$ cat config.mk
export PLATFORM = sky130hd
export DESIGN_NAME = usb2_ts_ep3_packer
export DESIGN_NICKNAME = d
export VERILOG_FILES = /design/src/rtl/usb2_ts_pkg.sv /design/src/rtl/usb2_ts_framer.sv /design/src/rtl/usb2_ts_ep3_packer.sv
export SDC_FILE = /design/constraint.sdc
export NUM_CORES = 1
export LEC_CHECK = 0
export CELL_PAD_IN_SITES_DETAIL_PLACEMENT = 0
export CELL_PAD_IN_SITES_GLOBAL_PLACEMENT = 1
export CORE_UTILIZATION = 40
export DETAILED_ROUTE_END_ITERATION = 8
export PLACE_DENSITY_LB_ADDON = 0.1
export SLEW_MARGIN = 5
export SYNTH_ARGS = -nofsm -noshare
export SYNTH_HDL_FRONTEND = slang
export SYNTH_SLANG_ARGS = --single-unit
$ cat constraint.sdc
create_clock -name ext_clk -period 4.3 [get_ports ext_clk]
set_clock_uncertainty 0.15 [all_clocks]
set_input_delay 0.43 -clock ext_clk [delete_from_list [all_inputs] [get_ports ext_clk]]
set_output_delay 0.43 -clock ext_clk [all_outputs]
set_load 0.1 [all_outputs]
$ cat src/rtl/usb2_ts_pkg.sv
// Shared TS framing constants and packer state encoding for the EP3 bulk-IN feeder.
package usb2_ts_pkg;

  localparam int unsigned TS_PKT_LEN   = 188;
  localparam logic [7:0]  TS_SYNC_BYTE = 8'h47;
  localparam logic [7:0]  TS_LAST_IDX  = 8'(TS_PKT_LEN - 1);

  typedef enum logic [1:0] {
    S_WAIT_READY = 2'd0,
    S_FILL       = 2'd1,
    S_COMMIT     = 2'd2
  } pk_state_t;

  function automatic logic [10:0] pkt_bytes(input logic [3:0] n);
    return 11'(n) * 11'(TS_PKT_LEN);
  endfunction

endpackage

$ cat src/rtl/usb2_ts_framer.sv
// TS framing checker: tracks byte index, decides per byte write/ignore/drop; decisions are combinational.
// No backpressure: the packer says via can_write whether a new packet may land, otherwise it is dropped.
module usb2_ts_framer
  import usb2_ts_pkg::*;
(
  input  logic       ext_clk,
  input  logic       reset_n,
  input  logic       enable,
  input  logic [7:0] ts_data,
  input  logic       ts_valid,
  input  logic       ts_start,
  input  logic       can_write,
  output logic       wr_vld,
  output logic [7:0] wr_idx,
  output logic [7:0] wr_dat,
  output logic       pkt_done,
  output logic       idx_zero,
  output logic       drop,
  output logic       sync_err
);

  logic [7:0] idx, idx_nxt;
  logic       skip, skip_nxt;
  logic       stale, stale_nxt;
  logic       acc, bad_sync, lost;

  assign acc      = ts_valid & enable;
  assign bad_sync = (ts_data != TS_SYNC_BYTE);
  assign lost     = (idx != 8'd0);
  assign idx_zero = ~lost;
  assign wr_dat   = ts_data;

  // stale: enable dropped mid-packet; the remainder is ignored and the packet
  // is counted as lost (without a sync error) when the next start arrives.
  always_comb begin
    wr_vld    = 1'b0;
    wr_idx    = idx;
    pkt_done  = 1'b0;
    drop      = 1'b0;
    sync_err  = 1'b0;
    idx_nxt   = idx;
    skip_nxt  = skip;
    stale_nxt = stale | (~enable & lost);
    if (acc) begin
      if (ts_start) begin
        drop      = lost | bad_sync | ~can_write;
        sync_err  = (lost & ~stale) | bad_sync;
        stale_nxt = 1'b0;
        if (!bad_sync && can_write) begin
          wr_vld   = 1'b1;
          wr_idx   = 8'd0;
          idx_nxt  = 8'd1;
          skip_nxt = 1'b0;
        end else begin
          idx_nxt  = 8'd0;
          skip_nxt = 1'b1;
        end
      end else if (!(skip || stale)) begin
        if (!lost) begin
          drop     = 1'b1;
          sync_err = 1'b1;
          skip_nxt = 1'b1;
        end else begin
          wr_vld = 1'b1;
          if (idx == TS_LAST_IDX) begin
            pkt_done = 1'b1;
            idx_nxt  = 8'd0;
          end else begin
            idx_nxt = idx + 8'd1;
          end
        end
      end
    end
  end

  always_ff @(posedge ext_clk) begin
    if (!reset_n) begin
      idx   <= 8'd0;
      skip  <= 1'b0;
      stale <= 1'b0;
    end else begin
      idx   <= idx_nxt;
      skip  <= skip_nxt;
      stale <= stale_nxt;
    end
  end

endmodule

$ cat src/rtl/usb2_ts_ep3_packer.sv
// Packs whole TS packets into the EP3 IN buffer, committing on packet quota or idle timeout; writes lag input by one cycle.
// No input backpressure: packets that cannot be buffered are dropped whole and counted; commit is held until acked.
module usb2_ts_ep3_packer
  import usb2_ts_pkg::*;
#(
  parameter int unsigned PKTS_PER_XFER = 10,
  parameter int unsigned TIMEOUT       = 65535,
  parameter int unsigned DROP_W        = 16
) (
  input  logic              ext_clk,
  input  logic              reset_n,
  input  logic              enable,
  input  logic [7:0]        ts_data,
  input  logic              ts_valid,
  input  logic              ts_start,
  output logic [10:0]       buf_in_addr,
  output logic [7:0]        buf_in_data,
  output logic              buf_in_wren,
  input  logic              buf_in_ready,
  output logic              buf_in_commit,
  output logic [10:0]       buf_in_commit_len,
  input  logic              buf_in_commit_ack,
  output logic [DROP_W-1:0] stat_drop_cnt,
  output logic              stat_sync_err
);

  localparam int unsigned TW = (TIMEOUT > 1) ? $clog2(TIMEOUT) : 1;

  pk_state_t   state;
  logic [3:0]  pkt_cnt;
  logic [10:0] base;
  logic [TW-1:0] timer;

  logic       wr_vld, pkt_done, idx_zero, drop, sync_err;
  logic [7:0] wr_idx, wr_dat;
  logic       acc, quota, idle_out, go_commit, can_write;

  assign acc      = ts_valid & enable;
  assign quota    = (pkt_cnt == 4'(PKTS_PER_XFER));
  assign idle_out = (TIMEOUT != 0) && (pkt_cnt != 4'd0) && idx_zero &&
                    (timer == TW'(TIMEOUT - 1));
  assign go_commit = (state == S_FILL) && (quota || idle_out);
  // A start byte seen in the cycle that leaves S_FILL is treated as unbufferable.
  assign can_write = (state == S_FILL) && !go_commit;

  usb2_ts_framer u_framer (
    .ext_clk   (ext_clk),
    .reset_n   (reset_n),
    .enable    (enable),
    .ts_data   (ts_data),
    .ts_valid  (ts_valid),
    .ts_start  (ts_start),
    .can_write (can_write),
    .wr_vld    (wr_vld),
    .wr_idx    (wr_idx),
    .wr_dat    (wr_dat),
    .pkt_done  (pkt_done),
    .idx_zero  (idx_zero),
    .drop      (drop),
    .sync_err  (sync_err)
  );

  always_ff @(posedge ext_clk) begin
    if (!reset_n) begin
      state             <= S_WAIT_READY;
      pkt_cnt           <= 4'd0;
      base              <= 11'd0;
      timer             <= '0;
      buf_in_addr       <= 11'd0;
      buf_in_data       <= 8'd0;
      buf_in_wren       <= 1'b0;
      buf_in_commit     <= 1'b0;
      buf_in_commit_len <= 11'd0;
      stat_drop_cnt     <= '0;
      stat_sync_err     <= 1'b0;
    end else begin
      buf_in_wren   <= wr_vld;
      stat_sync_err <= sync_err;
      if (wr_vld) begin
        buf_in_addr <= base + 11'(wr_idx);
        buf_in_data <= wr_dat;
      end
      if (drop && (stat_drop_cnt != '1))
        stat_drop_cnt <= stat_drop_cnt + DROP_W'(1);
      // Idle timer only counts at a packet boundary with something to flush.
      if ((state == S_FILL) && (pkt_cnt != 4'd0) && idx_zero && !acc)
        timer <= timer + TW'(1);
      else
        timer <= '0;
      if (pkt_done) begin
        pkt_cnt <= pkt_cnt + 4'd1;
        base    <= base + 11'(TS_PKT_LEN);
      end
      case (state)
        S_WAIT_READY: if (buf_in_ready) state <= S_FILL;
        S_FILL: begin
          if (go_commit) begin
            state             <= S_COMMIT;
            buf_in_commit     <= 1'b1;
            buf_in_commit_len <= pkt_bytes(pkt_cnt);
          end
        end
        S_COMMIT: begin
          if (buf_in_commit_ack) begin
            state         <= S_WAIT_READY;
            buf_in_commit <= 1'b0;
            pkt_cnt       <= 4'd0;
            base          <= 11'd0;
            buf_in_addr   <= 11'd0;
          end
        end
        default: state <= S_WAIT_READY;
      endcase
    end
  end

endmodule

# Word level (Yosys, flattened, before mapping)
# Index checks and enable logic that the tools add are counted.
# W data, S select, Z words.
[totals]
output_inout_bits = 49
inputBits = 15
register_bits = 90
word_cells = 115
[op_classes]
n_mux = 45
n_reduce_logical = 26
eq_ne = 12
multipliers = 1
add_sub_neg = 6
bitwise = 11
[ops]
columns = ["cell", "n"]
rows = [
  ["$mux W11", 6],
  ["$mux W8", 7],
  ["$add A16 B1 Y16 const B", 2],
  ["$mux W1", 24],
  ["$eq A16 B16 Y1 const B", 1],
  ["$ne A16 B16 Y1 const B", 1],
  ["$mux W4", 3],
  ["$reduce_and A3 Y1", 4],
  ["$add A11 B8 Y11", 1],
  ["$add A11 B8 Y11 const B", 1],
  ["$ne A2 B2 Y1 const B", 5],
  ["$logic_and A1 B1 Y1", 9],
  ["$mul A4 B6 Y9 const B", 1],
  ["$add A8 B1 Y8 const B", 1],
  ["$eq A8 B8 Y1 const B", 1],
  ["$ne A8 B7 Y1 const B", 1],
  ["$reduce_bool A8 Y1", 1],
  ["$mux W2", 3],
  ["$pmux W2 S3", 1],
  ["$reduce_and A2 Y1", 3],
  ["$add A4 B1 Y4 const B", 1],
  ["$eq A4 B4 Y1 const B", 1],
  ["$not A1 Y1", 4],
  ["$or A1 B1 Y1", 4],
  ["9 further kinds", 15],
]

# Longest topological paths before layout
# Gate-level depths: netlist of the first run.
[logic_depth]
depth_word = 16
depth_mapped = 13
ltp_nobuf = 13

# Cells and area by module
# Synthesis of the first run repeated with hierarchy kept, for this count alone.
[hier_totals]
hier_cells = 542
hier_area_um2 = 4888.4
[by_module_without_submodules]
columns = ["mod", "area_per_inst_um2", "seq_area_each_um2", "n_inst", "cells_each"]
rows = [
  ["usb2_ts_ep3_packer", 4042.6, 1561.5, 1, 437],
  ["usb2_ts_framer", 845.8, 200.2, 1, 105],
]

# Worst setup path before layout of the first run
# No wires, ideal clock.
[synth_path]
path_type = "register to register"
start = "register u_framer.idx[0]"
end = "register buf_in_addr[6]"
setup_time_ns = 0.070
arrival_ns = 2.919
setup_slack_ns = 1.161
stages_incl_launch_ff = 14
period_less_slack_ns = 3.139
n_path_buf = 0
required_ns = 4.080
path_cell_list = "dfxtp_1 inv_1 ha_1 or4b_4 nor2_1 a31oi_1 and3_1 nor2b_1 ha_1 a211oi_1 o21bai_1 xnor2_1 or3_1 a21oi_1"
[synth_via]
elab_chain_len = 16
elab_cells_between_ends = 21
classes_between = "1 x add/sub; 11 x mux; 1 x bitwise; 8 x reduce/logical"
[synth_lines]
columns = ["element", "line", "rtl"]
rows = [
  ["start, declared", "usb2_ts_framer.sv:22", "logic [7:0] idx, idx_nxt;"],
  ["start signal, assigned", "usb2_ts_framer.sv:82", "idx <= idx_nxt;"],
  ["$reduce_bool A8 Y1", "usb2_ts_framer.sv:29", "assign lost = (idx != 8'd0);"],
  ["$not A1 Y1", "usb2_ts_framer.sv:30", "assign idx_zero = ~lost;"],
  ["$logic_and A1 B1 Y1 (2 in series)", "usb2_ts_ep3_packer.sv:40", "assign idle_out = (TIMEOUT != 0) && (pkt_cnt != 4'd0) && idx_zero &&"],
  ["$logic_or A1 B1 Y1", "usb2_ts_ep3_packer.sv:42", "assign go_commit = (state == S_FILL) && (quota || idle_out);"],
  ["$logic_and A1 B1 Y1", "usb2_ts_ep3_packer.sv:42", ""],
  ["$logic_not A1 Y1", "usb2_ts_ep3_packer.sv:44", "assign can_write = (state == S_FILL) && !go_commit;"],
  ["$logic_and A1 B1 Y1", "usb2_ts_ep3_packer.sv:44", ""],
  ["$logic_and A1 B1 Y1", "usb2_ts_framer.sv:49", "if (!bad_sync && can_write) begin"],
  ["$mux W8", "usb2_ts_framer.sv:49", ""],
  ["$mux W8", "usb2_ts_framer.sv:45", "if (ts_start) begin"],
  ["$mux W8", "usb2_ts_framer.sv:44", "if (acc) begin"],
  ["$add A11 B8 Y11", "usb2_ts_ep3_packer.sv:80", "buf_in_addr <= base + 11'(wr_idx);"],
  ["$mux W11 *", "usb2_ts_ep3_packer.sv:79", "if (wr_vld) begin"],
  ["$mux W11", "usb2_ts_ep3_packer.sv:104", "if (buf_in_commit_ack) begin"],
  ["$mux W11 *", "usb2_ts_ep3_packer.sv:94", "case (state)"],
  ["end signal, assigned", "usb2_ts_ep3_packer.sv:80", ""],
  ["end, declared", "usb2_ts_ep3_packer.sv:16", "output logic [10:0] buf_in_addr,"],
]
# Mark *: on every way between the ends. The rest lies on a longest branch, timed or not.
# A chain may end at the register's enable or synchronous reset.

# Final worst setup path of the first run
[layout_path]
start = "input ts_data[3]"
end = "register buf_in_addr[6]"
[layout_via]
elab_chain_len = 10
elab_cells_between_ends = 13
classes_between = "1 x add/sub; 1 x eq/ne; 9 x mux; 2 x reduce/logical"
[layout_lines]
columns = ["element", "line", "rtl"]
rows = [
  ["start, declared", "usb2_ts_ep3_packer.sv:13", "input logic [7:0] ts_data,"],
  ["$ne A8 B7 Y1 *", "usb2_ts_framer.sv:28", "assign bad_sync = (ts_data != TS_SYNC_BYTE);"],
  ["$logic_not A1 Y1 *", "usb2_ts_framer.sv:49", ""],
  ["$logic_and A1 B1 Y1 *", "usb2_ts_framer.sv:49", ""],
  ["$mux W8", "usb2_ts_framer.sv:49", ""],
  ["$mux W8", "usb2_ts_framer.sv:45", ""],
  ["$mux W8", "usb2_ts_framer.sv:44", ""],
  ["$add A11 B8 Y11", "usb2_ts_ep3_packer.sv:80", ""],
  ["$mux W11 *", "usb2_ts_ep3_packer.sv:79", ""],
  ["$mux W11", "usb2_ts_ep3_packer.sv:104", ""],
  ["$mux W11 *", "usb2_ts_ep3_packer.sv:94", ""],
]
# Marked as above.

==> results.md, run 1 <==
- Max-cap violations in this run came to 0.
- After clock tree synthesis, the clock-pin slew on the worst setup and hold paths is 0.06 ns.
- Summed over all layers, the routed wires come to 11.7 mm.
- The count of nets left with antenna violations after detail routing is 0.
- Global routing used 19.6% of the available tracks.
- The number of max-slew violations in the final report is 0.
- The flop and latch count out of synthesis is 88.
- The number of I/O port buffers is 61.
- The startpoint of the tightest hold check path is state[1].
- The starting density of the core is 41.1%.
- The number of synthesized flops with an enable pin is 0.
- In the final timing run, aggregate negative setup slack is 0 ns.
- The total standard cell area after synthesis is 4940 um^2.
- The worst hold path belongs to the class reg2reg.
- Of all flip-flops after synthesis, the portion carrying an async set or reset was 0%.
- The critical path is of the in2reg type.
- The number of nets in the final layout is 660.
- The number of violations reported at the end of detailed-routing iteration 0 is 203.
- The kind of end point of the critical path is a flop.
- The average wire length per cell after detail routing is 15.5 um.
- By count the netlist is led by sky130_fd_sc_hd__dfxtp_1 (88), sky130_fd_sc_hd__nor2_1 (45), sky130_fd_sc_hd__a21oi_1 (42).
- The clock reaches the later pin of the worst-skew pair after 0.34 ns.
- After routing the design area is 5900 um^2.
- In this run the core area contains 40 standard-cell rows.
- The final antenna diode count is 0.
- The most critical setup path has its startpoint at ts_data[3].
- The routed design could run at a clock period as short as 3.71 ns.
- In this run the critical register-to-register path is launched from pkt_cnt[0].
- The count of buffers added by post-CTS timing repair for setup is 0.
- The die covers 12,800 um^2.
- The worst relative slew slack is 33.4%.
- The most repeated cell in the gate-level netlist after synthesis is sky130_fd_sc_hd__dfxtp_1.
- The area of the core region is 12,000 um^2.
- The largest driver fanout on the critical path is 7.
- Of the synthesized area, sequential elements account for 35.7%.
- For this design the ratio of total power to cell area is 288 nW/um^2.
- The number of cells on the worst reg-to-reg path is 13.
- The top-area cell type share of the netlist area is 35.7%.
- The number of global-route vias before repair is 3,952.
- The fmax is 269 MHz.
- The run finished with clean final reports.
- Dividing the final minimum period by the clock period gives 86.3%.
- Compared with the post-synthesis result, the final layout area differs by 19.3%.
- The ratio of routed vias to standard cells is 5.50.
- The die is 113 um wide.
- In this run, distinct cell masters in the synthesized netlist total 63.
- The total count of hold-check failures in the final report is 0.
- The dominant cell type by area after synthesis is sky130_fd_sc_hd__dfxtp_1.
- The number of antenna violations at the first check in global routing is 0.
- Counting every instance in the synthesized netlist gives 563.
- The worst setup path is launched from an input pin.
- After clock tree synthesis, the flow added hold-fix buffers numbering 0.
- In this run the number of H-tree levels came out at 3.
- Setup repair after global routing left no endpoint under its margin.
- The highest ir drop seen on vdd is 190 uV.
- The first TritonRoute pass finished after 4 iterations.
- For this run, design rule violations remaining after detail routing come to 0.
- The HPWL after detailed placement is 8.62 mm.
- In the synthesized netlist the dominant register cell turns out to be sky130_fd_sc_hd__dfxtp_1.
- The clock tree from TritonCTS is yes.
- 64 I/O pins were placed.
- The routed layout has 4,182 vias.
- The number of cells upsized or downsized after cts is 0.
- The register-to-register setup slack is 0.71 ns.
- Following the worst setup path forward leads to its endpoint at buf_in_addr[6].
- The leakage dissipation is 0.00211 uW.
- Setup violations remaining at the end of the flow were counted as 0.
- The post-synthesis area per instance is 8.78 um^2.
- The post-detailed-placement cell area is 5620 um^2.
- The first global-routing pass estimated 19.9 mm of wire.
- For the pin with the worst max-slew slack, the measured transition is 0.995 ns.
- Counting every sink on the clock net gives 88.
- After synthesis, the cell types taking the most area are sky130_fd_sc_hd__dfxtp_1 (36%), sky130_fd_sc_hd__ha_1 (7.6%), sky130_fd_sc_hd__a21oi_1 (4.3%), sky130_fd_sc_hd__xor2_1 (4.1%), sky130_fd_sc_hd__xnor2_1 (3.5%).
- The buffer type at the clock tree root is sky130_fd_sc_hd__clkbuf_16.
- Entering global routing, the biggest net connects 31 pins.
- The buffer levels on the longest clock path is 2.
- The endpoint of the worst-slack reg-to-reg timing path is buf_in_addr[6].
- Cells with a size suffix above 1 make up 6.85% of the layout.
- The warning count from the yosys run is 0.
- The number of CTS-inserted buffers is 9.
- The floorplan die height is 113 um.
- The arrival time of the worst setup path is 3.82 ns.
- The sum of overflow across all layers after global routing is 0.
- The final RePlAce weighted congestion is 0.799.
- For the worst setup path, the data required time is 4.40 ns.
==> routing by layer <==
| metal | vias up | share of wire [%] | track usage (%) |
|---|---|---|---|
| li1 | 2126 | - | - |
| met1 | 1972 | 50 | 26.0 |
| met2 | 76 | 46 | 31.7 |
| met3 | 8 | 3.7 | 4.87 |
| met4 | 0 | 0.91 | 5.00 |
| met5 | - | 0 | 0 |
==> registers in the layout (all words and copies together), names as in the netlist, 2 cells and up <==
name / cells
u_framer.idx: 8
state: 2
buf_in_commit_len: 9
timer: 16
base: 9
buf_in_addr: 11
stat_drop_cnt: 16
pkt_cnt: 4
buf_in_data: 8
==> per-stage QoR <==
stage	power (uW)	cells	util, %	setup slack [ns]	hold slack (ns)
after floorplan	930	564	-	1.16	0.281
after global placement	963	747	46.8	0.389	0.291
after detailed placement	964	747	46.8	0.245	0.303
after CTS	1720	760	49.1	0.590	0.306
after global routing	1770	760	49.1	0.308	0.337
final	1700	760	49.1	0.588	0.307
==> how the worst min path moves through the flow <==
stage,to,slack (ns),depth (start not counted)
after CTS,state[0],0.31,1
after detailed placement,state[0],0.30,1
after global placement,state[0],0.29,1
after global routing,state[0],0.34,1
after floorplan,state[0],0.28,1
final,state[0],0.31,1
==> cells in the final DEF, fill, tap and decap left out, types with 3 or more instances in the layout <==
master,n
sky130_fd_sc_hd__a21oi_1,42
sky130_fd_sc_hd__nor4b_2,3
sky130_fd_sc_hd__nand2b_1,10
sky130_fd_sc_hd__and3_1,4
sky130_fd_sc_hd__nor4_1,5
sky130_fd_sc_hd__xnor2_1,20
sky130_fd_sc_hd__buf_4,5
sky130_fd_sc_hd__o211ai_1,11
sky130_fd_sc_hd__ha_1,30
sky130_fd_sc_hd__a211oi_2,3
sky130_fd_sc_hd__o21ai_0,18
sky130_fd_sc_hd__nand4_1,13
sky130_fd_sc_hd__o21ai_1,15
sky130_fd_sc_hd__nor2b_1,9
sky130_fd_sc_hd__nand4_2,3
sky130_fd_sc_hd__a21o_1,4
sky130_fd_sc_hd__a211oi_1,7
sky130_fd_sc_hd__nor2_1,45
sky130_fd_sc_hd__mux2i_1,10
sky130_fd_sc_hd__nor3_1,17
sky130_fd_sc_hd__dfxtp_1,88
sky130_fd_sc_hd__or4_1,8
sky130_fd_sc_hd__xor2_1,23
sky130_fd_sc_hd__and4_1,3
sky130_fd_sc_hd__o21bai_1,4
sky130_fd_sc_hd__fa_1,4
sky130_fd_sc_hd__nand2_1,38
sky130_fd_sc_hd__inv_1,19
sky130_fd_sc_hd__clkdlybuf4s50_1,61
sky130_fd_sc_hd__or3_1,10
sky130_fd_sc_hd__clkbuf_16,9
sky130_fd_sc_hd__nand3_1,28
sky130_fd_sc_hd__o31ai_1,5
==> power breakdown <==
part           switching (uW)  total (uW)  internal (uW)
clock network             297         753            457
registers                4.97         826            821
logic                    84.4         119           34.5
total                     386        1700           1310
==> cells by family after synthesis <==
group | after synthesis | synth area share (%)
and+or+nand+nor | 211 | 23.9
AOI/OAI and AO/OA | 127 | 16.8
DFF | 88 | 35.7
buffers and inverters | 49 | 4.63
xor gates and xnor gates | 43 | 7.62
adders and majority gates | 34 | 9.22
muxes | 10 | 2.03
other | 1 | 0.0759
==> critical path, cell delays in order <==
cell	delay, ns
sky130_fd_sc_hd__clkdlybuf4s50_1	0.43
sky130_fd_sc_hd__nor4b_1	0.62
sky130_fd_sc_hd__nand4_1	0.32
sky130_fd_sc_hd__a31oi_1	0.27
sky130_fd_sc_hd__and3_1	0.31
sky130_fd_sc_hd__nor2b_1	0.09
sky130_fd_sc_hd__ha_1	0.33
sky130_fd_sc_hd__a211oi_1	0.30
sky130_fd_sc_hd__o21bai_1	0.15
sky130_fd_sc_hd__xnor2_1	0.14
sky130_fd_sc_hd__or3_1	0.30
sky130_fd_sc_hd__a21oi_1	0.13
==> final cells by class <==
class,instances,area [um^2]
Clock buffer,12,246
Clock inverter,1,30.0
Fill cell,1191,6120
Inverter,19,71.3
Multi-Input combinational cell,427,2950
Sequential cell,88,1760
Tap cell,147,184
Timing Repair Buffer,66,648
No activity file was read; power rests on OpenSTA's default activity.
==> inputs of run 2 (changes only) <==
Settings changed: SLEW_MARGIN 5 to 40.
==> results.md, run 2 (synthesis results as in run 1) <==
- The run finished with clean final reports.
- After detailed routing, the number of remaining DRC violations is 0.
- After clock tree synthesis, the repair step resized 0 gates.
- The floorplan step set the die height to 113 um.
- In the layout the commonest cells are sky130_fd_sc_hd__dfxtp_1 (88), sky130_fd_sc_hd__buf_2 (47), sky130_fd_sc_hd__nor2_1 (45).
- CTS placed an instance of sky130_fd_sc_hd__clkbuf_16 at the clock tree root.
- Setup violations remaining at the end of the flow were counted as 0.
- The kind of start point of the critical path is an input pin.
- Across the run, the number of max-cap violations was 0.
- The longest clock path from root to sink contains 2 buffers.
- The total count of hold-check failures in the final report is 0.
- The clock network latency to the later pin of the worst-skew pair is 0.35 ns.
- The fmax is 274 MHz.
- The clock tree from TritonCTS is yes.
- The leading cell type in the layout, fill and taps excluded is sky130_fd_sc_hd__dfxtp_1.
- The fraction of the cycle the final worst path needs is 85.0%.
- The type of the tightest min-delay check is reg2reg.
- The first detailed-routing pass ran for 4 iterations.
- The final RePlAce weighted congestion is 0.799.
- Once the clock tree was built, the setup fixing pass inserted 0 buffers.
- The first-pass GRT wire length is 19.9 mm.
- The number of hold-repair buffers added at the cts stage is 0.
- The critical path start-end classification is in2reg.
- Cells with a size suffix above 1 make up 14.9% of the layout.
- The power density of the placed cells is 290 nW/um^2.
- In the final design database the tool counted 662 nets.
- The area of the core region is 12,000 um^2.
- The number of antenna violations at the first check in global routing was 0.
- The worst register-to-register path ends at buf_in_addr[9].
- The average wire length per cell after detail routing is 15.5 um.
- At the end of the flow the core is filled with cells to 47.2%.
- The ratio of routed vias to standard cells is 5.46.
- For the worst setup path, the data arrival time is 3.76 ns.
- The worst register-to-register path begins at pkt_cnt[0].
- The kind of end point of the critical path is a flop.
- The number of max-slew violations in the final report is 0.
- The number of filler instances in the final layout is 1,190.
- After floorplanning, the core was divided into 40 placement rows.
- Buffers inserted during clock tree synthesis total 9.
- At the pin with the least slew margin, the transition time is 0.585 ns.
- The multi-input combinational cell area is 2970 um^2.
- The initial utilization of the core area, before any placement, comes to 41.1%.
- From synthesis to final layout, the design area changed by 14.8%.
- In this run, the number of DRC markers left after iteration 0 of detailed routing was 230.
- The required time of the critical path is 4.40 ns.
- Measured along the x axis, the die boundary spans 113 um.
- The largest registers in the layout are stat_drop_cnt x16, timer x16, buf_in_addr x11.
- The sum of overflow across all layers after global routing is 0.
- The clock period could shrink to 3.66 ns.
- The cell depth of the worst hold path is 1.
- The top-level port count is 64.
- The worst-case IR drop observed on VDD is 204 uV.
- In this run the tightest slew margin relative to its limit is 60.4%.
- The vias after detailed routing is 4,163.
- Setup repair after global routing left no endpoint under its margin.
- The worst hold endpoint is state[0].
- The area used by sequential logic in the layout is 1760 um^2.
- The number of global-route vias before repair is 3,959.
- The area of the die is 12,800 um^2.
- Counting cells, the worst reg-to-reg path comes to 13.
- The total number of clock tree sinks is 88.
- Summed over all layers, the routed wires come to 11.9 mm.
- The accumulated negative setup slack is 0 ns.
- In this run the static leakage power is 0.00224 uW.
- Entering global routing, the biggest net connects 31 pins.
- The count of nets left with antenna violations after detail routing is 0.
- The clock input transition at the sequential cells of the worst setup and hold paths is 0.06 ns.
- The global routing usage summed across all routing layers is 19.6%.
- Of all nets on the critical path, the largest fanout is 7.
- The count of buffers added on input and output ports is 61.
- The maximum level of the CTS H-tree is 3.
- The startpoint identified for the worst hold timing path is state[1].
- The placed wire-length estimate after detailed placement is 8.70 mm.
- The register-to-register setup slack is 0.73 ns.
- The repair_antennas step left the layout with diodes totalling 0.
[run 2: worst max-delay path by stage]
stage          cells after the start              to  slack [ns]            start
4_1_cts                           12  buf_in_addr[9]        0.61       ts_data[3]
3_3_place_gp                      12  buf_in_addr[6]        0.39       ts_data[3]
2_1_floorplan                     13  buf_in_addr[6]        1.16  u_framer.idx[0]
3_5_place_dp                      12  buf_in_addr[6]        0.27       ts_data[3]
6_report                          12  buf_in_addr[9]        0.64       ts_data[3]
5_1_grt                           12  buf_in_addr[9]        0.31       ts_data[3]
[run 2: layout make-up]
| class | instances | share of cell area, % |
|---|---|---|
| Tap cell | 147 | 3.24 |
| Inverter | 19 | 1.26 |
| Clock buffer | 13 | 4.41 |
| Clock inverter | 1 | 0.0882 |
| Sequential cell | 88 | 31.1 |
| Timing Repair Buffer | 68 | 7.68 |
| Multi-Input combinational cell | 427 | 52.3 |
[run 2: layer usage]
layer  up-vias  routed length (um)  global-route usage, %
met5         -                   0                      0
met3        13                 514                   4.87
met4         0                 146                   5.26
met2        82                5370                   31.5
met1      1938                5830                   26.2
li1       2130                   -                      -
[run 2: critical path, cell delays in order]
cell,delay [ns]
sky130_fd_sc_hd__clkdlybuf4s50_1,0.43
sky130_fd_sc_hd__nor4b_1,0.57
sky130_fd_sc_hd__nand4_1,0.30
sky130_fd_sc_hd__a31oi_1,0.26
sky130_fd_sc_hd__and3_1,0.32
sky130_fd_sc_hd__nor2b_1,0.09
sky130_fd_sc_hd__ha_1,0.34
sky130_fd_sc_hd__a211oi_1,0.10
sky130_fd_sc_hd__o21ai_0,0.34
sky130_fd_sc_hd__nand3_1,0.17
sky130_fd_sc_hd__xor2_1,0.17
sky130_fd_sc_hd__a211oi_1,0.23
[run 2: report_power, final]
part	total (uW)	leakage (uW)	switching, uW	internal (uW)
clock network	702	0.000126	301	400
registers	826	0.000710	4.81	821
logic	116	0.00140	85.1	31.3
total	1640	0.00224	391	1250
[run 2: stage by stage]
stage | worst slack, ns | hold slack, ns | std cells | total power [uW] | area, um^2
floorplan | 1.16 | 0.281 | 564 | 930 | 4940
detailed placement | 0.268 | 0.302 | 749 | 960 | 5410
global placement | 0.389 | 0.291 | 747 | 963 | 5620
finish | 0.644 | 0.304 | 763 | 1640 | 5670
global route | 0.309 | 0.338 | 763 | 1710 | 5670
CTS | 0.613 | 0.305 | 763 | 1670 | 5660
